==> src/rtl/if_fetch_unit.sv <==
// Fetch-control stage: owns the PC, drives the synchronous instruction memory and
// registers each returned word together with its PC into the IF/ID register.
module if_fetch_unit #(
  parameter logic [31:0] RESET_PC  = 32'h00000000,
  parameter logic [31:0] NOP_INSTR = 32'h00000013
) (
  input  logic        clk,
  input  logic        reset,
  input  logic        stall,
  input  logic        redirect_valid,
  input  logic [31:0] redirect_pc,
  output logic [31:0] imem_addr,
  input  logic [31:0] imem_rdata,
  output logic        if_valid,
  output logic [31:0] if_pc,
  output logic [31:0] if_pc_plus4,
  output logic [31:0] if_instr
);

  logic [31:0] fetch_pc;
  logic [31:0] resp_pc;
  logic        resp_valid;
  logic [31:0] redirect_tgt;

  assign redirect_tgt = {redirect_pc[31:2], 2'b00};

  // Stalling re-requests the word already in flight, so memory returns it again.
  always_comb begin
    imem_addr = fetch_pc;
    if (reset)
      imem_addr = RESET_PC;
    else if (redirect_valid)
      imem_addr = redirect_tgt;
    else if (stall)
      imem_addr = resp_pc;
  end

  // Request side (fetch_pc/resp_pc) and IF/ID register share one edge update.
  always_ff @(posedge clk) begin
    if (reset) begin
      fetch_pc    <= RESET_PC;
      resp_pc     <= RESET_PC;
      resp_valid  <= 1'b0;
      if_valid    <= 1'b0;
      if_pc       <= 32'd0;
      if_pc_plus4 <= 32'd4;
      if_instr    <= NOP_INSTR;
    end else if (redirect_valid) begin
      resp_pc    <= redirect_tgt;
      resp_valid <= 1'b1;
      fetch_pc   <= redirect_tgt + 32'd4;
      if_valid   <= 1'b0;
      if_instr   <= NOP_INSTR;
    end else if (!stall) begin
      if (resp_valid) begin
        if_valid    <= 1'b1;
        if_pc       <= resp_pc;
        if_pc_plus4 <= resp_pc + 32'd4;
        if_instr    <= imem_rdata;
      end else begin
        if_valid <= 1'b0;
        if_instr <= NOP_INSTR;
      end
      resp_pc    <= fetch_pc;
      resp_valid <= 1'b1;
      fetch_pc   <= fetch_pc + 32'd4;
    end
  end

endmodule
==> config.mk <==
export PLATFORM = sky130hd
export DESIGN_NAME = if_fetch_unit
export DESIGN_NICKNAME = d
export VERILOG_FILES = /design/src/rtl/if_fetch_unit.sv
export SDC_FILE = /design/constraint.sdc
export NUM_CORES = 1
export LEC_CHECK = 0
export BUFFER_PORTS_ARGS = -buffer_cell sky130_fd_sc_hd__buf_2
export CAP_MARGIN = 15
export CORE_UTILIZATION = 37
export DETAILED_ROUTE_END_ITERATION = 8
export GPL_TIMING_DRIVEN = 0
export PLACE_DENSITY_LB_ADDON = 0.05
export SLEW_MARGIN = 20
export SYNTH_ARGS = -nofsm -noshare
export SYNTH_HDL_FRONTEND = slang
export SYNTH_SLANG_ARGS = --single-unit
==> constraint.sdc <==
create_clock -name clk -period 5.9 [get_ports clk]
set_clock_uncertainty 0.15 [all_clocks]
set_input_delay 0.295 -clock clk [delete_from_list [all_inputs] [get_ports clk]]
set_output_delay 0.295 -clock clk [all_outputs]
set_load 0.01 [all_outputs]
==> impl_metrics.env <==
export IMPL_p_clk_share_pct=45.6
export IMPL_critPathSlowestCell="clkbuf_1"
export IMPL_p_int_w=0.001984
export IMPL_globalRouteMet2Util_pct=39.14
export IMPL_hold_path_class="primary input to flop"
export IMPL_ys_warn_count=0
export IMPL_netlist_instances=897
export IMPL_critPathMaxStageDelay_ns=0.48
export IMPL_numPortBuffers=193
export IMPL_cts_root_buf="clkbuf_16"
export IMPL_hold_viol=0
export IMPL_critPathKind="primary input to flop"
export IMPL_rsz0062_at_grt="false"
export IMPL_combPwrFrac_pct=11.5
export IMPL_drc=0
export IMPL_track_usage_pct=24.87
export IMPL_power_leakage_nw=3.923
export IMPL_peakVddDrop_v=0.0002186
export IMPL_synth_edf_count=0
export IMPL_slew_headroom_pct=39.83
export IMPL_die_w_um=143.6
export IMPL_routedWlPerCell_um=17.68
export IMPL_end_kind="flop"
export IMPL_ys_ff_latch=158
export IMPL_drv_slew=0
export IMPL_grtUsageMet1_pct=34.62
export IMPL_p_switching_w=0.0007320
export IMPL_synth_nets=967
export IMPL_fp_dieH_um=143.6
export IMPL_clk_pin_slew_worst_paths_ns=0.07
export IMPL_firstDrtPassIters=7
export IMPL_cp_cell_sequence="buf_2 > buf_6 > buf_6 > buf_2 > buf_1 > clkbuf_1 > buf_2 > mux2_2 > ha_1 > o21ai_1 > and4b_1 > clkbuf_1 > buf_2 > nand3_1 > xor2_1 > o22ai_1"
export IMPL_finalSetupViolCount=0
export IMPL_pre_cts_ws_ns=1.296
export IMPL_cts_buffers_inserted=17
export IMPL_synth_flop_cell="dfxtp_1"
export IMPL_io_pins=197
export IMPL_rows=51
export IMPL_startpoint_type="primary input"
export IMPL_antenna_found_initial=0
export IMPL_syn_cell_area_um2=7422
export IMPL_start_util_pct=37.89
export IMPL_ys_seq_area_share_pct=42.62
export IMPL_cts_htree_levels=4
export IMPL_worst_pin_slew_ns=0.9026
export IMPL_finalCritPeriodShare_pct=71.01
export IMPL_drive_gt1_share_pct=21.92
export IMPL_async_reset_ff_share_pct=0
export IMPL_cap_violations=0
export IMPL_grt_pass1_vias=6907
export IMPL_grt_overflow=0
export IMPL_status="completed"
export IMPL_post_route_util_pct=49.48
export IMPL_grt_pass1_wl_um=38950
export IMPL_p_per_area_nw_per_um2=280.2
export IMPL_tritoncts="yes"
export IMPL_final_nets=1211
export IMPL_wirelength_um=25090
export IMPL_cts_buffer_depth=2
export IMPL_grt_max_degree=17
export IMPL_fin_ws_ns=1.710
export IMPL_numClockSinks=158
export IMPL_swShare_pct=26.95
export IMPL_n_antenna_cell=0
export IMPL_yosysUniqueCellTypes=56
export IMPL_die_area_um2=20630
export IMPL_final_antenna_net_count=0
export IMPL_critPathMaxFanout=10
export IMPL_busiest_layer="met2"
export IMPL_gp_congestion=0.8786
export IMPL_crit_path_frequent_cell="buf_2"
export IMPL_clkLatencyLatePin_ns=0.43
export IMPL_seqPwrFrac_pct=42.9
export IMPL_vias=7426
export IMPL_fmax_mhz=238.7
export IMPL_area_growth_pct=30.60
export IMPL_cp_required_ns=6.04
export IMPL_finalCriticalPeriod_ns=4.190
export IMPL_finalSetupTns_ns=0
export IMPL_cp_arrival_ns=4.33
export IMPL_coreArea_um2=19590
export IMPL_use_met3_pct=3.765
export IMPL_hpwlAfterDp_um=18510
export IMPL_synth_area_per_cell_um2=8.274
export IMPL_drt_iter0_drc=518
export IMPL_viasPerCell=5.233
export IMPL_final_cell_area_um2=9693
export IMPL_dpl_cell_area_um2=8720
area by class of cell:
class / count / area, um^2
Clock buffer: 19 / 452.9
Buffer: 67 / 287.8
Inverter: 6 / 22.52
Sequential cell: 158 / 3163
Timing Repair Buffer: 225 / 1286
Multi-Input combinational cell: 666 / 3949
Fill cell: 2012 / 9897
Clock inverter: 13 / 200.2
Tap cell: 265 / 331.6
through the flow:
stage / power [W] / hold WS (ns) / std cells
floorplan: 0.001348 / 0.2771 / 897
global placement: 0.001482 / 0.2867 / 1355
detailed placement: 0.001483 / 0.2929 / 1355
CTS: 0.002730 / 0.01282 / 1419
global route: 0.002813 / 0.05107 / 1419
finish: 0.002716 / 0.02345 / 1419
metal layers:
layer / wire (um) / up-vias
li1: - / 3636
met1: 11930 / 3480
met2: 11170 / 280
met3: 1548 / 30
met4: 445 / 0
met5: 0 / -
power by group through the flow:
stage / sequential [W] / combinational [W] / clock [W]
CTS: 0.00116 / 0.000314 / 0.00125
global route: 0.00117 / 0.000346 / 0.00130
floorplan: 0.00118 / 0.000173 / 0
global placement: 0.00119 / 0.000295 / 0
finish: 0.00116 / 0.000314 / 0.00124
detailed placement: 0.00119 / 0.000297 / 0
cells by family after synthesis:
logic type | after synthesis | synth area share [%]
XOR/XNOR | 63 | 7.434
multiplexers | 44 | 6.001
buffers and inverters | 73 | 4.181
AO/OA/AOI/OAI | 193 | 16.94
AND/OR/NAND/NOR | 364 | 22.49
flip-flops | 158 | 42.62
adder cells (fa/ha/maj) | 2 | 0.3371
Yosys cell counts, drive strengths merged, types with 2 or more instances:
library cell | number | area, um^2
ha | 2 | 25.02
a21oi | 71 | 355.3
nor2b | 6 | 37.54
nand4 | 9 | 62.56
nand4b | 3 | 26.28
nor3b | 4 | 30.03
nor4b | 2 | 23.77
a211oi | 39 | 297.8
xor2 | 38 | 332.8
o21ai | 17 | 85.08
and4 | 2 | 17.52
and3b | 2 | 17.52
o22ai | 10 | 62.56
a311oi | 7 | 61.31
and2 | 3 | 18.77
nor3 | 10 | 50.05
nand2 | 103 | 386.6
nand2b | 4 | 25.02
dfxtp | 158 | 3163
mux2i | 40 | 400.4
inv | 4 | 15.01
a21o | 2 | 15.01
clkbuf | 46 | 173.9
and3 | 7 | 43.79
mux2 | 4 | 45.04
nand3b | 6 | 45.04
o31a | 3 | 26.28
nor4 | 8 | 62.56
clkinv | 2 | 7.510
nand3 | 34 | 170.2
a221oi | 4 | 41.29
xnor2 | 25 | 219.0
and4b | 2 | 20.02
a22oi | 32 | 240.2
nor2 | 145 | 544.3
buf | 21 | 113.9
or3 | 13 | 81.33
path summary, 6_finish.rpt:
path	start	endpoint	slack (ns)	depth (start not counted)
max reg2reg	resp_pc[3]$_DFF_P_	if_pc_plus4[22]$_SDFFE_PP0P_	3.21	8
max	redirect_valid	fetch_pc[26]$_SDFFE_PP0P_	1.71	16
min	redirect_pc[9]	resp_pc[9]$_DFF_P_	0.02	3
min reg2reg	if_pc[15]$_SDFFE_PP0P_	if_pc[15]$_SDFFE_PP0P_	0.30	2
flip-flops by register name (all words and copies together), names as in the netlist:
register     cells
fetch_pc        30
if_instr        32
if_pc           32
if_pc_plus4     30
if_valid         1
resp_pc         32
resp_valid       1
layout by cell type, fill, tap and decap left out, types with 8 or more instances in the layout:
master,instances
nand3_1,34
nor2_1,145
xor2_1,38
nor3_1,10
clkbuf_1,45
a211oi_1,38
o21ai_0,16
nand2_1,103
or3_1,13
xnor2_1,25
buf_2,203
dlygate4sd3_1,32
mux2i_1,40
o22ai_1,10
a21oi_1,71
clkbuf_16,17
a22oi_1,32
nand4_1,8
dfxtp_1,158
repair_timing:
item                                    4_1_cts  5_1_grt
hold buffers                                 32        0
resized for setup                             0        0
endpoints found under the setup margin        0        0
hold endpoints to repair                     32        0
buffers inserted                              0        0
worst max-delay path, delay by kind of cell:
kind,cells,cell delay [ns]
buf+inv,9,2.41
fa+ha+maj,1,0.24
simple gates,2,0.40
xor+xnor,1,0.16
mux,1,0.38
compound gates,2,0.44
(Power assumes the default switching activity.)
